$ cat config.mk
export PLATFORM = sky130hd
export DESIGN_NAME = md_issue_ctrl
export DESIGN_NICKNAME = d
export VERILOG_FILES = /design/src/rtl/md_issue_ctrl.sv
export SDC_FILE = /design/constraint.sdc
export NUM_CORES = 1
export LEC_CHECK = 0
export ABC_CLOCK_PERIOD_IN_PS = 4900
export CELL_PAD_IN_SITES_DETAIL_PLACEMENT = 1
export CELL_PAD_IN_SITES_GLOBAL_PLACEMENT = 1
export CORE_MARGIN = 3
export CORE_UTILIZATION = 34
export DETAILED_ROUTE_END_ITERATION = 10
export GPL_TIMING_DRIVEN = 0
export PLACE_DENSITY = 0.8
export SETUP_SLACK_MARGIN = 0.1
export SLEW_MARGIN = 40
export SYNTH_ARGS = -nofsm -noshare
export SYNTH_HDL_FRONTEND = slang
export SYNTH_SLANG_ARGS = --single-unit
$ cat constraint.sdc
create_clock -name clk -period 4.9 [get_ports clk]
set_input_delay 1.47 -clock clk [delete_from_list [all_inputs] [get_ports clk]]
set_output_delay 1.47 -clock clk [all_outputs]
set_load 0.05 [all_outputs]
$ cat src/rtl/md_issue_ctrl.sv
// Issue controller for the multiply/divide unit: it decodes the E-stage md op, models the busy window and stalls D.
// The optional stall counter output (stall_cycles) is enabled with `define MD_STALL_STATS_EN.
module md_issue_ctrl #(
   parameter int MUL_CYCLES = 5,
   parameter int DIV_CYCLES = 10,
   parameter int CNT_W      = 4
) (
   input  logic       clk,
   input  logic       rst_n,
   input  logic       e_valid,
   input  logic [3:0] e_md_op,
   input  logic       e_flush,
   input  logic       d_md_use,
   output logic [3:0] md_op,
   output logic       md_busy,
   output logic       md_stall,
   output logic       hilo_rd,
   output logic       hilo_sel,
`ifdef MD_STALL_STATS_EN
   output logic [31:0] stall_cycles,
`endif
   output logic       proto_err
);

   typedef enum logic [1:0] {ST_IDLE, ST_MUL_BUSY, ST_DIV_BUSY} state_t;

   logic [CNT_W-1:0] cnt, cnt_nxt;
   logic             kind, kind_nxt;   // 0 = MUL, 1 = DIV
   logic             proto_err_nxt;
   state_t           state;

   logic ok, is_mul, is_div, is_start, is_mt, start_req, issue;

   assign ok        = e_valid & ~e_flush;
   assign is_mul    = (e_md_op == 4'd1) | (e_md_op == 4'd3);
   assign is_div    = (e_md_op == 4'd2) | (e_md_op == 4'd4);
   assign is_start  = is_mul | is_div;
   assign is_mt     = (e_md_op == 4'd7) | (e_md_op == 4'd8);
   assign start_req = ok & is_start;
   assign md_busy   = (cnt != '0);
   assign issue     = start_req & ~md_busy;

   assign md_op    = (issue | (ok & is_mt & ~md_busy)) ? e_md_op : 4'd0;
   assign md_stall = d_md_use & (issue | md_busy);
   assign hilo_rd  = ok & ((e_md_op == 4'd5) | (e_md_op == 4'd6));
   assign hilo_sel = (e_md_op == 4'd6);

   // The FSM state is a view of the counter plus the kind bit.
   assign state = (cnt == '0) ? ST_IDLE : (kind ? ST_DIV_BUSY : ST_MUL_BUSY);

   always_comb begin
      cnt_nxt       = cnt;
      kind_nxt      = kind;
      proto_err_nxt = proto_err;
      case (state)
         ST_IDLE: begin
            if (issue) begin
               kind_nxt = is_div;
               cnt_nxt  = is_div ? CNT_W'(DIV_CYCLES) : CNT_W'(MUL_CYCLES);
            end
         end
         ST_MUL_BUSY, ST_DIV_BUSY: begin
            cnt_nxt = cnt - 1'b1;
            // A start or mthi/mtlo that slipped past the stall is dropped and flagged.
            if (ok & (is_start | is_mt)) proto_err_nxt = 1'b1;
         end
         default: cnt_nxt = '0;
      endcase
   end

   always_ff @(posedge clk or negedge rst_n) begin
      if (!rst_n) begin
         cnt       <= '0;
         kind      <= 1'b0;
         proto_err <= 1'b0;
      end else begin
         cnt       <= cnt_nxt;
         kind      <= kind_nxt;
         proto_err <= proto_err_nxt;
      end
   end

`ifdef MD_STALL_STATS_EN
   always_ff @(posedge clk or negedge rst_n) begin
      if (!rst_n)        stall_cycles <= '0;
      else if (md_stall) stall_cycles <= stall_cycles + 32'd1;
   end
`endif

endmodule
**Word-level counts from Yosys, hierarchy flattened**

Cells that the tools add are included.

- Logic and storage cells: 45
- Flip-flop bits (word level): 6
- Input port bits: 9

- Reductions and logical operators: 6
- Bitwise logic cells: 18
- Add/sub/neg operators: 1
- Equality and inequality tests: 11
- Multiplexer cells: 6

Operators with widths:

| kind | count |
|---|---|
| 4-bit by 3-bit == test with 1-bit output (second input constant) | 4 |
| 4-bit two-way mux | 3 |
| 1-bit AND | 8 |
| 4-bit by 2-bit == test with 1-bit output (second input constant) | 2 |
| 1-bit bitwise OR | 8 |
| 4-bit case mux with 2 select lines | 1 |
| 4-bit by 1-bit == test with 1-bit output (second input constant) | 1 |
| 4-bit == test (second input constant) | 1 |
| 4-bit zero test | 1 |
| 2-bit two-way mux | 2 |
| 2-bit AND reduction | 2 |
| 4-bit nonzero test | 1 |
| 4-bit by 1-bit subtractor with 4-bit output (second input constant) | 1 |
| 2-bit by 1-bit == test with 1-bit output (second input constant) | 1 |
| 2-bit == test (second input constant) | 1 |
| 2-bit zero test | 1 |
| 2-bit != test (second input constant) | 1 |
| 1-bit inverter | 2 |
| 2-bit OR reduction | 1 |

**Logic depth before layout (Yosys ltp)**

- Word-level depth: 7
- Mapped depth: 11
- Depth with buffers taken out: 11

**Worst setup path after synthesis**

No wires, ideal clock.

- Path kind: in2out
- From: input port e_md_op[1]
- To: output port hilo_rd
- Arrival: 3147 ps
- Required time: 3430 ps
- Stages on the path: 3
- Path slack: 283 ps
- Cell sequence: buf_6 xnor2_1 nor4_1

- Word-level cells in the longest chain between the ends: 3

RTL lines:

| what | line | source |
|---|---|---|
| start: declaration | 11 | `input logic [3:0] e_md_op,` |
| 4-bit by 3-bit == test with 1-bit output | 45 | `assign hilo_rd = ok & ((e_md_op == 4'd5) \| (e_md_op == 4'd6));` |
| 1-bit bitwise OR * | 45 |  |
| 1-bit AND * | 45 |  |
| end: declaration | 17 | `output logic hilo_rd,` |

Every way passes the cells marked *; elsewhere a longest branch is shown, timed or not.

**Worst setup path in the final report**

- From: input port e_flush
- To: output port hilo_rd

- Word-level cells in the longest chain between the ends: 3

RTL lines:

| what | line | source |
|---|---|---|
| start: declaration | 12 | `input logic e_flush,` |
| 1-bit inverter | 34 | `assign ok = e_valid & ~e_flush;` |
| 1-bit AND | 34 |  |
| 1-bit AND | 45 |  |

No other way between the ends.

==> results by group <==
Yosys
  – Most common flop cell mapped by yosys: dfrtp_1
  – Synthesized area per cell: slightly above 8 um^2
  – Gate Count Post-Synth: 72
  – EDFF count, synth: 0
  – Leading area contributor after synthesis: dfrtp_1
  – Synth Cell Area: 584 um^2
  – Ys Warns: 0
  – Synth Register Bits: 6
  – Unique masters post-synth: 31
  – Seq/Total Area, Yosys: 25.7%
  – Count leader, synth: inv_1
  – Post-synth top cells: inv_1 (11), nor2_1 (9), dfrtp_1 (6)
  – Area contributors post-synth: dfrtp_1 (26%), ha_1 (8.6%), inv_1 (7.1%)
  – Ys async rst share: 100%
  – Top cell type's share of synthesized area: 25.7%
  – Syn nets: 85

Route
  – 1st-iter DRT viols: 9
  – ANT nets after route: 0
  – # DRC: 0
  – Via Count: 591
  – Vias per cell: 5.52
  – Drt total wl: 1540 um
  – WL/cell: 14.4 um
  – First-pass DRT Iterations: 4

STA
  – Fin. Hold Viols: 0
  – Worst setup margin: 0.261 ns
  – Max_slew headroom: 66.6%
  – Fmax: 216 MHz
  – RSZ-0062 raised after global routing: no
  – Final period utilization: 94.7%
  – Tmin final: 4.64 ns
  – Setup Skew: 0.000296 ns
  – Final Max Slew Viols: 0
  – Least-Margin Pin Slew: 0.500 ns
  – Final setup viols: 0

Clock tree
  – Clock tree buffer depth: 2
  – Root buffer cell: clkbuf_4
  – TritonCTS clock tree: built
  – H-Tree Level Count: 1
  – Clk slew on worst S/H paths: 0.04 ns
  – Inserted Clock Buffers: 3
  – Latest clock arrival within the worst-skew pair: 0.23 ns
  – Post-CTS Hold Buffers: 0
  – Clock sinks: 6

Die
  – Die height: ~47 um
  – I/O pin count: 18
  – Die ar.: 0.00225 mm^2
  – Initial Util: 37.5%
  – Die X: 47.5 um
  – # rows: 14
  – Core Area: 0.00156 mm^2

Placement
  – Final HPWL DP: 1270 um
  – DP Worst Slack: -0.497 ns
  – Final GP Congestion: 0.823
  – Port Buffers: 16

Critical path
  – Worst Setup End Kind: primary output
  – Crit path arrival time: 3.17 ns
  – Critical-path cell list: clkdlybuf4s50_1, nand2b_1, nor4_1, clkdlybuf4s50_1
  – Worst EP required: roughly 3.4 ns
  – Worst reg2reg path depth: 10
  – Most frequent CP cell: clkdlybuf4s50_1
  – Startpoint Class: input port
  – Worst R2R Start: cnt[0]
  – Reg2reg end: cnt[1]
  – CP max stage cell: clkdlybuf4s50_1
  – WS Path Type: input port to primary output
  – Setup slack, reg-to-reg: 2.42 ns
  – Worst-path fanout max: 3
  – Crit-path max cell delay: between 0.8 and 0.9 ns

Global routing
  – Vias in the first global route: roughly 530
  – Global-route wire length before repair: 2490 um
  – Pin count of the biggest net entering global routing: 8
  – GRT Total Usage: ~16%
  – Overflow after GRT: 0
  – Initial antenna violation count: 0

Flow run
  – Max-Cap Viols: 0

Cells and area
  – Nets: 106
  – Area growth syn-to-layout: 33.0%
  – # diodes: 0
  – Fillcell total: 194
  – Share of layout cells above drive strength 1: 18.7%
  – Final cell utilization of the core: 49.8%

Pwr
  – P per Cell Area: 430 mW/mm^2
  – Lkg Pwr: 0.000372 uW
  – VDD IR-drop max: 0.211 mV

Status
  – Outcome: completed

Hold path
  – Min-Delay Path Depth: 1
  – Min-Delay Path Class: flop to flop
  – Min-delay src: proto_err
  – Hold worst-path end: proto_err
==> kinds of logic (layout without fill, tap and decap cells) <==
| logic type | count (synthesis) | count (layout) | share of synthesized area (%) |
|---|---|---|---|
| XOR/XNOR | 2 | 2 | 3.00 |
| adder cells (fa/ha/maj) | 4 | 4 | 8.57 |
| flip-flops | 6 | 6 | 25.7 |
| buffers and inverters | 12 | 31 | 8.99 |
| AO/OA/AOI/OAI | 20 | 20 | 25.1 |
| AND/OR/NAND/NOR | 28 | 28 | 28.7 |
==> report_power, final <==
group,internal (uW),leakage (uW),total (uW),switching [uW]
Sequential,68.3,0.0000715,83.4,15.1
Clock,27.5,0.0000138,41.6,14.1
Combinational,79.5,0.000286,209,129
Total,175,0.000372,334,159
==> per-stage QoR <==
| stage | power (uW) | hold slack [ns] | TNS, ns | area [um^2] | std cells |
|---|---|---|---|---|---|
| 2_1_floorplan | 233 | 0.464 | 0 | 584 | 72 |
| 3_3_place_gp | 286 | 0.455 | -2.07 | 764 | 104 |
| 3_5_place_dp | 294 | 0.459 | -2.06 | 764 | 104 |
| 4_1_cts | 337 | 0.474 | 0 | 771 | 107 |
| 5_1_grt | 367 | 0.491 | 0 | 777 | 107 |
| 6_report | 334 | 0.466 | 0 | 777 | 107 |
==> registers in the layout (all words and copies together), names as in the netlist <==
register / flops
cnt: 4
kind: 1
proto_err: 1
==> worst max-delay path: cells and delay by family <==
kind                   cells  cell delay (ns)
and+or+nand+nor            2             0.43
buffers and inverters      2             1.26
==> how the worst max path moves through the flow <==
stage	cells past startpoint	start	end
after floorplan	3	e_md_op[1]	hilo_rd
after global placement	6	e_md_op[0]	md_op[1]
after detailed placement	6	e_md_op[0]	md_op[0]
after CTS	6	e_md_op[2]	md_op[0]
after global routing	4	e_flush	hilo_rd
final	4	e_flush	hilo_rd
==> cell type report <==
| class | instances | area, um^2 | area share (%) |
|---|---|---|---|
| clock buffer | 3 | 22.5 | 2.90 |
| multi-input combinational | 54 | 388 | 49.9 |
| sequential | 6 | 150 | 19.3 |
| timing repair buffer | 16 | 144 | 18.5 |
| tap | 16 | 20.0 | 2.58 |
| inverter | 11 | 41.3 | 5.31 |
| buffer | 1 | 11.3 | 1.45 |
==> layout by cell type, fill, tap and decap left out <==
cell type,n
dlygate4sd2_1,1
clkbuf_4,5
nor4b_1,2
dlymetal6s2s_1,2
a2111oi_2,1
o22ai_1,1
o211ai_1,1
o211a_1,1
ha_1,4
or4_4,1
nor3b_2,1
a31oi_1,1
clkdlybuf4s50_1,8
a41oi_1,1
nor2_1,9
buf_2,2
nor4_1,3
a21boi_0,1
o31ai_1,1
nand2b_1,2
xnor2_1,1
dfrtp_1,6
nor3b_1,1
xor2_1,1
or2_2,2
nand2_1,3
inv_1,11
o2111ai_1,1
nand3_1,1
clkbuf_2,1
buf_6,1
or3_1,2
a211oi_1,1
o21ba_2,1
a21oi_1,5
o21ai_0,3
o221a_2,1
nor3b_4,1
==> layer usage <==
layer / vias to the layer above / global-route usage, % / wire length, um
met2: 10 / 21.7 / 692
met1: 283 / 25.1 / 796
li1: 298 / - / -
met4: 0 / 8.29 / 0
met3: 0 / 2.26 / 49
met5: - / 0 / 0
==> what timing repair did <==
| item | 4_1_cts | 5_1_grt |
|---|---|---|
| setup buffers | 0 | 0 |
| resized for setup | 23 | 7 |
| pin swaps | 1 | 0 |
| setup endpoints to repair | 5 | 7 |
| cloned | 0 | 0 |
| hold endpoints to repair | 0 | 0 |
Power figures use the tool's default switching activity.
